`src/rtl/sparse_buf_pkg.sv`:
```
// Shared types for the sparse read buffer drain path.
// Slot geometry, drain policy and output FIFO entry.
package sparse_buf_pkg;

  localparam int SLOTS  = 8;
  localparam int PTR_W  = 3;
  localparam int DATA_W = 8;

  typedef enum logic {
    DRAIN_INORDER = 1'b0,
    DRAIN_RR      = 1'b1
  } drain_mode_e;

  typedef struct packed {
    logic [DATA_W-1:0] data;
    logic [PTR_W-1:0]  slot;
  } drain_entry_t;

endpackage

```
`src/rtl/sparse_drain_scheduler_if.sv`:
```
// Drained-entry stream towards the cache fill logic.
// Plain valid/ready handshake.
interface sparse_drain_scheduler_if;
  import sparse_buf_pkg::*;

  logic              out_valid;
  logic              out_ready;
  logic [DATA_W-1:0] out_data;
  logic [PTR_W-1:0]  out_slot;

  modport master (
    output out_valid,
    output out_data,
    output out_slot,
    input  out_ready
  );

  modport slave (
    input  out_valid,
    input  out_data,
    input  out_slot,
    output out_ready
  );

endinterface

```
`src/rtl/sync_fifo_ff.sv`:
```
// Flop-based synchronous FIFO, head read straight from storage.
// Accepts a push while full when a pop happens the same cycle.
module sync_fifo_ff #(
  parameter type T     = logic [7:0],
  parameter int  DEPTH = 2
) (
  input  logic                         clk,
  input  logic                         rstn,
  input  logic                         push,
  input  T                             wdata,
  input  logic                         pop,
  output T                             rdata,
  output logic                         full,
  output logic                         empty,
  output logic [$clog2(DEPTH+1)-1:0]   count
);

  localparam int AW = $clog2(DEPTH);
  localparam int CW = $clog2(DEPTH+1);

  T              mem_q [DEPTH];
  T              mem_d [DEPTH];
  logic [AW-1:0] wr_q, wr_d;
  logic [AW-1:0] rd_q, rd_d;
  logic [CW-1:0] cnt_q, cnt_d;
  logic          do_push;
  logic          do_pop;

  assign full  = (cnt_q == CW'(DEPTH));
  assign empty = (cnt_q == '0);
  assign count = cnt_q;
  assign rdata = mem_q[rd_q];

  always_comb begin
    do_pop  = pop & ~empty;
    do_push = push & (~full | do_pop);
    mem_d   = mem_q;
    if (do_push) mem_d[wr_q] = wdata;
    wr_d    = wr_q + AW'(do_push);
    rd_d    = rd_q + AW'(do_pop);
    cnt_d   = cnt_q + CW'(do_push) - CW'(do_pop);
  end

  always_ff @(posedge clk or negedge rstn) begin
    if (!rstn) begin
      mem_q <= '{default: '0};
      wr_q  <= '0;
      rd_q  <= '0;
      cnt_q <= '0;
    end else begin
      mem_q <= mem_d;
      wr_q  <= wr_d;
      rd_q  <= rd_d;
      cnt_q <= cnt_d;
    end
  end

endmodule

```
`src/rtl/sparse_drain_scheduler.sv`:
```
// Picks one valid sparse-buffer slot per cycle, reads it and
// forwards {data, slot} through a small FIFO to the fill logic.
module sparse_drain_scheduler
  import sparse_buf_pkg::*;
#(
  parameter int OUT_DEPTH = 2,
  parameter int CNT_W     = 16
) (
  input  logic                 clk,
  input  logic                 rstn,
  input  logic [SLOTS-1:0]     sb_valid,
  input  logic [PTR_W-1:0]     sb_bottom_ptr,
  output logic                 sb_read_valid,
  output logic [PTR_W-1:0]     sb_read_ptr,
  output logic                 sb_read_rtn_enable,
  input  logic                 sb_read_rtn_valid,
  input  logic [DATA_W-1:0]    sb_read_rtn_data,
  input  logic                 drain_en,
  input  logic                 mode,
  sparse_drain_scheduler_if.master out_if,
  output logic [CNT_W-1:0]     drained_cnt,
  output logic                 proto_err
);

  localparam int CW = $clog2(OUT_DEPTH+1);

  // Lowest offset after last wins, so last itself is checked last.
  function automatic logic [PTR_W:0] rr_pick(
    logic [SLOTS-1:0] v,
    logic [PTR_W-1:0] last
  );
    logic [PTR_W-1:0] idx;
    logic [PTR_W:0]   r;
    r = '0;
    for (int i = SLOTS; i >= 1; i--) begin
      idx = last + PTR_W'(i);
      if (v[idx]) r = {1'b1, idx};
    end
    return r;
  endfunction

  drain_mode_e      mode_e;
  logic [PTR_W:0]   rr_res;
  logic [PTR_W-1:0] cand;
  logic             found;
  logic             pop;
  logic             space;
  logic             issue;
  drain_entry_t     push_e;
  drain_entry_t     head;
  logic             fifo_empty;
  logic             fifo_full_unused;
  logic [CW-1:0]    fifo_count;

  logic [PTR_W-1:0] rr_last_q, rr_last_d;
  logic [CNT_W-1:0] cnt_q, cnt_d;
  logic             perr_q, perr_d;

  assign mode_e = drain_mode_e'(mode);
  assign rr_res = rr_pick(sb_valid, rr_last_q);

  always_comb begin
    cand  = sb_bottom_ptr;
    found = sb_valid[sb_bottom_ptr];
    unique case (mode_e)
      DRAIN_INORDER: begin
        cand  = sb_bottom_ptr;
        found = sb_valid[sb_bottom_ptr];
      end
      DRAIN_RR: begin
        cand  = rr_res[PTR_W-1:0];
        found = rr_res[PTR_W];
      end
    endcase
  end

  always_comb begin
    pop    = out_if.out_valid & out_if.out_ready;
    space  = (fifo_count < CW'(OUT_DEPTH)) | pop;
    // Nothing may leave the buffer while reset is held.
    issue  = rstn & drain_en & found & space;
    push_e = '{data: sb_read_rtn_data, slot: cand};
  end

  assign sb_read_valid      = issue;
  assign sb_read_rtn_enable = issue;
  assign sb_read_ptr        = issue ? cand : '0;

  always_comb begin
    rr_last_d = rr_last_q;
    cnt_d     = cnt_q;
    if (issue) begin
      rr_last_d = cand;
      if (cnt_q != '1) cnt_d = cnt_q + 1'b1;
    end
    perr_d = perr_q | (sb_read_rtn_valid != sb_read_valid);
  end

  always_ff @(posedge clk or negedge rstn) begin
    if (!rstn) begin
      rr_last_q <= PTR_W'(SLOTS-1);
      cnt_q     <= '0;
      perr_q    <= 1'b0;
    end else begin
      rr_last_q <= rr_last_d;
      cnt_q     <= cnt_d;
      perr_q    <= perr_d;
    end
  end

  sync_fifo_ff #(
    .T     (drain_entry_t),
    .DEPTH (OUT_DEPTH)
  ) u_out_fifo (
    .clk   (clk),
    .rstn  (rstn),
    .push  (issue),
    .wdata (push_e),
    .pop   (pop),
    .rdata (head),
    .full  (fifo_full_unused),
    .empty (fifo_empty),
    .count (fifo_count)
  );

  assign out_if.out_valid = ~fifo_empty;
  assign out_if.out_data  = head.data;
  assign out_if.out_slot  = head.slot;
  assign drained_cnt      = cnt_q;
  assign proto_err        = perr_q;

endmodule

```
`src/flat_wrapper.sv`:
```
// flat-port wrapper written by rule: the top's interface ports become plain ports
module sparse_drain_scheduler_flat import sparse_buf_pkg::*;
#(
  parameter int OUT_DEPTH = 2,
  parameter int CNT_W     = 16
)
  (clk, rstn, sb_valid, sb_bottom_ptr, sb_read_valid, sb_read_ptr, sb_read_rtn_enable, sb_read_rtn_valid, sb_read_rtn_data, drain_en, mode, drained_cnt, proto_err, out_if_out_valid, out_if_out_data, out_if_out_slot, out_if_out_ready);
  sparse_drain_scheduler_if out_if_i ();
  input  logic clk;
  input  logic rstn;
  input  logic [SLOTS-1:0] sb_valid;
  input  logic [PTR_W-1:0] sb_bottom_ptr;
  output logic sb_read_valid;
  output logic [PTR_W-1:0] sb_read_ptr;
  output logic sb_read_rtn_enable;
  input  logic sb_read_rtn_valid;
  input  logic [DATA_W-1:0] sb_read_rtn_data;
  input  logic drain_en;
  input  logic mode;
  output logic [CNT_W-1:0] drained_cnt;
  output logic proto_err;
  output wire logic [$bits(out_if_i.out_valid)-1:0] out_if_out_valid;
  output wire logic [$bits(out_if_i.out_data)-1:0] out_if_out_data;
  output wire logic [$bits(out_if_i.out_slot)-1:0] out_if_out_slot;
  input wire logic [$bits(out_if_i.out_ready)-1:0] out_if_out_ready;
  assign out_if_out_valid = out_if_i.out_valid;
  assign out_if_out_data = out_if_i.out_data;
  assign out_if_out_slot = out_if_i.out_slot;
  assign out_if_i.out_ready = out_if_out_ready;
  sparse_drain_scheduler #(.OUT_DEPTH(OUT_DEPTH), .CNT_W(CNT_W)) u_core (.clk(clk), .rstn(rstn), .sb_valid(sb_valid), .sb_bottom_ptr(sb_bottom_ptr), .sb_read_valid(sb_read_valid), .sb_read_ptr(sb_read_ptr), .sb_read_rtn_enable(sb_read_rtn_enable), .sb_read_rtn_valid(sb_read_rtn_valid), .sb_read_rtn_data(sb_read_rtn_data), .drain_en(drain_en), .mode(mode), .out_if(out_if_i), .drained_cnt(drained_cnt), .proto_err(proto_err));
endmodule
```
`config.mk`:
```
export PLATFORM = sky130hd
export DESIGN_NAME = sparse_drain_scheduler_flat
export DESIGN_NICKNAME = d
export VERILOG_FILES = /design/src/rtl/sparse_buf_pkg.sv /design/src/rtl/sparse_drain_scheduler_if.sv /design/src/rtl/sync_fifo_ff.sv /design/src/rtl/sparse_drain_scheduler.sv /design/src/flat_wrapper.sv
export SDC_FILE = /design/constraint.sdc
export NUM_CORES = 1
export LEC_CHECK = 0
export ABC_AREA = 1
export BUFFER_PORTS_ARGS = -buffer_cell sky130_fd_sc_hd__clkbuf_2
export CAP_MARGIN = 10
export CORE_MARGIN = 8
export CORE_UTILIZATION = 35
export CTS_CLUSTER_DIAMETER = 200
export DETAILED_ROUTE_END_ITERATION = 10
export PLACE_DENSITY = 0.63
export SYNTH_ARGS = -nofsm -noshare
export SYNTH_HDL_FRONTEND = slang
export SYNTH_SLANG_ARGS = --single-unit
```
`constraint.sdc`:
```
create_clock -name clk -period 3.8 [get_ports clk]
set_input_delay 0.19 -clock clk [delete_from_list [all_inputs] [get_ports clk]]
set_output_delay 0.19 -clock clk [all_outputs]
set_load 0.02 [all_outputs]
```
# == After elaboration in Yosys (flattened, before gate mapping) ==
# Cells that the tools add are included.
# word_totals
ff_bits,46
input_bits,25
out_inout_bits,34
word_cells,90
# op_classes
n_addsub,12
order_cmp,13
n_eq_ne,3
mux,35
n_bitwise,14
n_reduce_logical,3
# op_table
operator,count
$mux W11,4
$lt A3 B4 Y1 const B,9
$mux W4,8
$bmux W1 S3,9
$bwmux W22,1
$add A16 B1 Y16 const B,1
$ne A16 B16 Y1 const B,1
$add A3 B3 Y3 const B,4
$demux W11 S1,1
$mux W1,9
$add A3 B2 Y3 const B,2
$and A1 B1 Y1,6
$pmux W3 S2,1
$ge A2 B2 Y1 const B,2
$not A1 Y2,2
$add A3 B1 Y3 const B,1
$mux W3,1
$not A1 Y1,3
$or A1 B1 Y1,3
$add A1 B1 Y1,2
$add A2 B1 Y2,1
$eq A2 B2 Y1 const B,1
$logic_not A2 Y1,1
$lt A2 B1 Y1 const B,1
6 further kinds,6

# == Depth between registers and ports, before layout ==
# Gate-level depths: netlist (run 1).
# logic_depth
depth_word,16
depth_mapped,18
depth_no_buf,17

# == By module ==
# Synthesis (run 1) repeated with hierarchy kept, for this count alone.
# unflattened
hier_cells,412
area_unflattened_um2,3220.6
# by_module_without_submodules
mod,n_inst,cells_per_inst,area_each_um2,seq_area_each_um2
sparse_drain_scheduler,1,283,1991.9,504.2
sync_fifo_ff,1,129,1228.7,650.6

# == Least setup slack after synthesis (run 1) ==
# Ideal clock, no wire load.
# synth_timing
path_kind,register to register
startpoint,reg u_core.rr_last_q[1]
endpoint,reg u_core.u_out_fifo.mem_q[14] (netlist bit)
setup_ns,0.134
t_arrival_ns,2.598
required_time_ns,3.666
path_slack_ns,1.069
stages_incl_launch_ff,17
path_buffers,3
synth_period_minus_slack_ns,2.731
path_cell_list,dfstp_2 buf_6 inv_6 ha_1 inv_1 nand3_1 nand3_1 nand2_2 nor3_2 nand3_2 nand2_4 inv_1 ha_1 clkbuf_1 clkbuf_1 nand2_1 o21ai_0
# synth_via
elab_chain_cells,14
word_cells_on_any_way,35
classes_between,add/sub: 7; mux: 25; bitwise: 3
# synth_rtl
element,line,rtl
start: declaration,sparse_drain_scheduler.sv:55,"logic [PTR_W-1:0] rr_last_q, rr_last_d;"
start signal: assignment,sparse_drain_scheduler.sv:101,rr_last_q <= PTR_W'(SLOTS-1);
start signal: assignment,sparse_drain_scheduler.sv:105,rr_last_q <= rr_last_d;
$add A3 B3 Y3 / $bmux W1 S3 (equally long branches),"sparse_drain_scheduler.sv:36, sparse_drain_scheduler.sv:37",
$bmux W1 S3 / $mux W1 (equally long branches),sparse_drain_scheduler.sv:37,"if (v[idx]) r = {1'b1, idx};"
$mux W1 (not written as such) / $mux W4 (equally long branches),sparse_drain_scheduler.sv:37,
$mux W4 (6 in a row),sparse_drain_scheduler.sv:37,
$mux W4 *,sparse_drain_scheduler.sv:37,
$pmux W1 S2 *,sparse_drain_scheduler.sv:65,unique case (mode_e)
$and A1 B1 Y1 * (2 in a row),sparse_drain_scheduler.sv:81,issue = rstn & drain_en & found & space;
$and A1 B1 Y1 *,sync_fifo_ff.sv:36,do_push = push & (~full | do_pop);
end signal: assignment,sync_fifo_ff.sv:51,mem_q <= mem_d;
end: declaration,sync_fifo_ff.sv:21,T mem_q [DEPTH];
# Mark *: on every way between the ends. The rest lies on a longest branch, timed or not. The select of a mux whose other input is x is not followed.
# A chain may end at the register's enable or synchronous reset.

# == Worst setup path in the final report (run 1) ==
# layout_timing
startpoint,reg u_core.rr_last_q[0]
endpoint,out sb_read_ptr[1]
# layout_via
elab_chain_cells,14
word_cells_on_any_way,36
classes_between,add/sub: 7; mux: 27; bitwise: 2
# layout_rtl
element,line,rtl
$add A3 B3 Y3 / $bmux W1 S3 (equally long branches),"sparse_drain_scheduler.sv:36, sparse_drain_scheduler.sv:37",
$bmux W1 S3 / $mux W1 (equally long branches),sparse_drain_scheduler.sv:37,
$mux W1 (not written as such) / $mux W4 (equally long branches),sparse_drain_scheduler.sv:37,
$mux W4 (6 in a row),sparse_drain_scheduler.sv:37,
$mux W4 *,sparse_drain_scheduler.sv:37,
$pmux W1 S2,sparse_drain_scheduler.sv:65,
$and A1 B1 Y1 (2 in a row),sparse_drain_scheduler.sv:81,
$mux W3 *,sparse_drain_scheduler.sv:87,assign sb_read_ptr = issue ? cand : '0;
end: declaration,flat_wrapper.sv:14,output logic [PTR_W-1:0] sb_read_ptr;
# Marks and branches as above.

==> impl_metrics.toml, run 1 <==
[timing]
slew_violations = 0
rsz0062_at_grt = "no"
clock.fmax_mhz = 298
whs_ns = -0.000169
final.period_utilization_pct = 88.4
fin_setup_tns_ns = 0
finalHoldViolations = 1
period_needed_ns = 3.36
worst_pin_slew_ns = 0.594
setup_viol = 0
setup_ws_ns = 0.439
slew_headroom_pct = 60.4
fin_skew_ns = 0.0141

[setup_path]
r2r-end = "u_core.u_out_fifo.mem_q[4]"
required_ns = 3.61
worstSetupStartpointType = "register"
startpoint = "u_core.rr_last_q[0]"
rr_worst_depth = 14
r2r_slack_ns = 0.57
crit_arrival_ns = 3.17
crit_path_end_kind = "primary output"
crit_type = "reg2out"
crit_end = "sb_read_ptr[1]"
crit_fanout = 13
r2r-start = "u_core.rr_last_q[0]"

[clocking]
ctsLongestPathBuffers = 2
cts-root-buf = "clkbuf_8"
clock_sinks = 46
cts_setup_buffers = 0
hold_buffers = 0
insertion_delay_ns = 0.31
cts_max_level = 2
cts_tree = "built"
clkSlewWorstSetupHoldPaths_ns = 0.10
cts_buffers = 5
cts_resized = 0

[global_route]
grt.total_usage_pct = 13.6
grt_max_degree = 47
grt_pass1_vias = 2796
overflow = 0
antenna_found_initial = 0
grt_pass1_wl_mm = 13.3

[synth]
ys.flop_type = "dfrtp_1"
ys_seq_area_share_pct = 37.7
synth_area_mm2 = 0.00307
synth_edf_count = 0
post-synth-top-count-cell = "nand2_1"
synth-seq-cells = 46
yosys-top-cells-area = "dfrtp_1 (35%), nand2_1 (19%), nand3_1 (8.0%)"
synth_area_per_cell_um2 = 7.27
syn_inst = 422
synth_top_area_cell = "dfrtp_1"
yosysUniqueCellTypes = 34
synthTopCellsByCount = "nand2_1 (152), nand3_1 (49), dfrtp_1 (43), inv_1 (41), o21ai_0 (21)"
ys.warnings.count = 0
netlist.area_leader.share_pct = 35.1
async_reset_ff_share_pct = 100
syn-num-nets = 454

[floorplan]
design.die.area_mm2 = 0.0120
ios = 59
fp-row-count = 34
start_util_pct = 35.7
die_w_um = 110
die_y_um = 110
core_region_area_mm2 = 0.00859

[outcome]
violations = "hold timing"
outcome = "complete, but fails checks"

[route]
vias_per_cell = 4.82
route.detailed.wl_per_inst_um = 13.4
drt_wl_total_mm = 7.82
drt_first_iter_violations = 158
ant_nets = 0
dr.pass1.iters = 4
route.detailed.drc = 0
via_count = 2817

[placed_design]
globalplace.congestion = 0.979
place_area_mm2 = 0.00340
portBuffers = 58
pre_cts_slack_ns = 0.607
dp_hpwl_mm = 6.16

[pwr]
swShare_pct = 52.1
combPwrFrac_pct = 60.1
p_switching_mw = 1.53
power_frac_seq_pct = 29.3
finalPower_mw = 2.94
internal_power_mw = 1.41
power_leakage_nw = 1.83
clockPowerShare_pct = 10.6
peakVddDrop_mv = 0.256
p_per_area_mw_per_mm2 = 840

[worst_hold_path]
hold_class = "in2async"

[cells_and_area]
drive_gt1_share_pct = 22.3
nNetsFinal = 507
area_growth_pct = 14.0
post-route-cell-area_mm2 = 0.00350
final_util_pct = 40.7
n_antenna_cell = 0

[job]
max-cap-violations = 0
-- how the worst min path moves through the flow --
stage,cells after the start,endpoint,slack (ns)
3_3_place_gp,2,u_core.u_out_fifo.mem_q[21],0.37
5_1_grt,2,u_core.u_out_fifo.mem_q[13],0.05
3_5_place_dp,2,u_core.u_out_fifo.mem_q[21],0.38
4_1_cts,2,u_core.u_out_fifo.mem_q[13],0.03
2_1_floorplan,0,u_core.drained_cnt[0],-0.11
6_report,2,u_core.u_out_fifo.mem_q[13],-0.0002
-- placed cells by master, fill, tap and decap left out, types with 8 or more instances in the layout --
cell	instances
inv_1	41
nand3_1	49
clkbuf_2	58
nor2_1	13
o21ai_0	21
a21oi_1	10
nand2_2	8
xor2_1	11
dfrtp_1	43
nand2_1	152
-- layout make-up --
class                      count  area, um2
fill                         930       5100
inverter                      50        198
timing repair buffer          59        298
clock buffer                   5       68.8
sequential                    46       1150
multi-input combinational    313       1620
clock inverter                 3       23.8
tap                          108        135
-- metrics by stage --
stage	hold slack [ns]	instances
finish	-0.000169	584
global route	0.0489	584
CTS	0.0298	584
detailed placement	0.377	576
global placement	0.374	576
floorplan	-0.106	422
-- registers in the layout (all words and copies together) (netlist names) --
name / flops
u_core.u_out_fifo.mem_q: 22
u_core.drained_cnt: 16
u_core.rr_last_q: 3
u_core.u_out_fifo.count: 2
u_core.proto_err: 1
u_core.u_out_fifo.rd_q: 1
u_core.u_out_fifo.wr_q: 1
-- worst max-delay path, cell delays in order (launching register included) --
cell      delay [ns]
dfstp_2         0.68
inv_2           0.13
ha_1            0.38
inv_1           0.22
nand3_1         0.17
nand3_1         0.17
nand2_1         0.10
nor2_2          0.14
nand2_1         0.07
nand2_1         0.05
nand2_1         0.05
nand3_1         0.07
nand2_1         0.07
nand2_1         0.06
nand2_1         0.05
nand2_1         0.11
nand2_1         0.12
inv_1           0.07
clkbuf_2        0.16
-- logic make-up (layout without fill, tap and decap cells) --
logic type	Yosys count	after routing	share of synthesized area, %
flops	46	46	37.7
compound gates	38	38	6.77
xor+xnor	20	20	6.20
buf+inv	63	117	9.55
simple gates	248	248	37.0
fa+ha+maj	7	7	2.86
-- metal layers --
layer	up-vias	wire [um]	track usage [%]
met5	-	0	0
met4	0	111	3.95
met3	11	255	1.99
met2	57	3850	23.0
met1	1302	3610	17.7
li1	1447	-	-
-- power by group through the flow --
stage	registers, mW	logic (mW)	clock network, mW
2_1_floorplan	0.810	1.41	0
3_3_place_gp	0.865	1.75	0
3_5_place_dp	0.871	1.76	0
4_1_cts	0.862	1.77	0.327
5_1_grt	0.892	2.01	0.342
6_report	0.861	1.77	0.312
No activity file was read; power rests on OpenSTA's default activity.
==> run 2, diff against run 1 <==
CORE_UTILIZATION = 42   (was 35)
PLACE_DENSITY = 0.71   (was 0.63)
==> run 2 against run 1 <==
Net effect:
- the flow now finishes without violations
- wire length is 4.5% lower
- sequential share of layout area up 0.17 points
- register-to-register slack about the same
- clock skew is 0.0094 ns lower
- largest power group unchanged
==> impl_metrics.toml, run 2 (same netlist as run 1, synthesis figures left out) <==
[pwr]
clockPowerShare_pct = 10.2
finalPower_mw = 2.90
power_frac_seq_pct = 29.6
p_per_area_mw_per_mm2 = 834
peakVddDrop_mv = 0.305
power_leakage_nw = 1.84
combPwrFrac_pct = 60.2
internal_power_mw = 1.41
swShare_pct = 51.6
p_switching_mw = 1.50

[cells_and_area]
n_antenna_cell = 0
regMostFlops = "u_core.u_out_fifo.mem_q"
final_common_cell = "nand2_1"
drive_gt1_share_pct = 22.1
area_growth_pct = 13.5
final_cell_mix = "nand2_1 (152), clkbuf_2 (58), nand3_1 (49)"
nNetsFinal = 507
n_fill_cell = 701
largest_reg_flops = 22

[global_route]
antenna_found_initial = 0
grt_pass1_vias = 2806
grt_max_degree = 47
overflow = 0
grt.total_usage_pct = 15.2
grt_pass1_wl_mm = 12.6

[setup_path]
required_ns = 3.61
crit_path_end_kind = "primary output"
worstSetupStartpointType = "register"
r2r_slack_ns = 0.58
crit_fanout = 13
crit_type = "reg2out"
crit_arrival_ns = 3.09
rr_worst_depth = 13
r2r-end = "u_core.u_out_fifo.mem_q[0]"
r2r-start = "u_core.rr_last_q[0]"

[timing]
slew_violations = 0
rsz0062_at_grt = "no"
period_needed_ns = 3.28
slew_headroom_pct = 60.0
fin_skew_ns = 0.00473
clock.fmax_mhz = 305
finalHoldViolations = 0
worst_pin_slew_ns = 0.600
final.period_utilization_pct = 86.4
setup_viol = 0
fin_setup_tns_ns = 0

[placed_design]
portBuffers = 58
globalplace.congestion = 1.02
dp_hpwl_mm = 5.86

[floorplan]
ios = 59
die_w_um = 101
fp-row-count = 31
die_y_um = 101
start_util_pct = 42.7
design.die.area_mm2 = 0.0103
core_region_area_mm2 = 0.00718

[route]
drt_first_iter_violations = 116
ant_nets = 0
route.detailed.wl_per_inst_um = 13.0
via_count = 2837
dr.pass1.iters = 4
drt_wl_total_mm = 7.47
vias_per_cell = 4.93
route.detailed.drc = 0

[clocking]
hold_buffers = 0
ctsLongestPathBuffers = 2
clock_sinks = 46
cts_resized = 0
cts_setup_buffers = 0
cts_max_level = 2
clkSlewWorstSetupHoldPaths_ns = 0.08
cts-root-buf = "clkbuf_8"
cts_tree = "built"
cts_buffers = 5
insertion_delay_ns = 0.30

[job]
max-cap-violations = 0

[worst_hold_path]
hold_class = "in2async"

[outcome]
outcome = "finished clean"
==> run 2: layout make-up <==
class                      instances  area (um2)  share of cell area [%]
multi-input combinational        313        1620                    46.5
sequential                        46        1150                    33.2
timing repair buffer              59         298                    8.56
inverter                          50         198                    5.68
tap                               99         124                    3.56
clock buffer                       6        72.6                    2.09
clock inverter                     2        13.8                   0.396
==> run 2: how the worst max path moves through the flow <==
stage          slack (ns)                           to           startpoint
4_1_cts              0.53               sb_read_ptr[1]  u_core.rr_last_q[0]
5_1_grt              0.15               sb_read_ptr[1]  u_core.rr_last_q[0]
3_3_place_gp         0.74   u_core.u_out_fifo.mem_q[0]  u_core.rr_last_q[0]
6_report             0.52               sb_read_ptr[1]  u_core.rr_last_q[0]
3_5_place_dp         0.60   u_core.u_out_fifo.mem_q[0]  u_core.rr_last_q[0]
2_1_floorplan        1.07  u_core.u_out_fifo.mem_q[14]  u_core.rr_last_q[1]
==> run 2: through the flow <==
step	hold WS (ns)	setup WS [ns]	cells	area (um2)	utilization, %
after global routing	0.0374	0.151	575	3480	48.5
after global placement	0.362	0.736	567	3390	47.3
after CTS	0.0284	0.529	575	3480	48.5
after detailed placement	0.359	0.602	567	3390	47.3
after floorplan	-0.106	1.07	422	3070	-
final	0.00115	0.518	575	3480	48.5
==> run 2: metal layers <==
metal / vias to the layer above / GRT usage [%] / wire [um]
met5: - / 0 / 0
met4: 0 / 6.30 / 210
met3: 14 / 3.30 / 421
met2: 77 / 25.0 / 3540
met1: 1306 / 18.7 / 3300
li1: 1440 / - / -
==> run 2: power by group through the flow <==
stage                     combinational [mW]  sequential, mW  clock (mW)
final                                   1.75           0.859       0.296
after global routing                    1.97           0.891       0.328
after CTS                               1.75           0.858       0.307
after global placement                  1.73           0.864           0
after floorplan                         1.41           0.810           0
after detailed placement                1.74           0.867           0
==> run 2: worst max-delay path, cell delays in order (launching register included) <==
cell      delay (ns)
dfstp_2         0.69
inv_2           0.13
ha_1            0.38
inv_1           0.22
nand3_1         0.16
nand3_1         0.15
nand2_1         0.09
nor2_2          0.12
nand2_1         0.06
nand2_1         0.06
nand2_1         0.06
nand3_1         0.07
nand2_1         0.05
nand2_1         0.05
nand2_1         0.05
nand2_1         0.12
nand2_1         0.11
inv_1           0.07
clkbuf_2        0.16
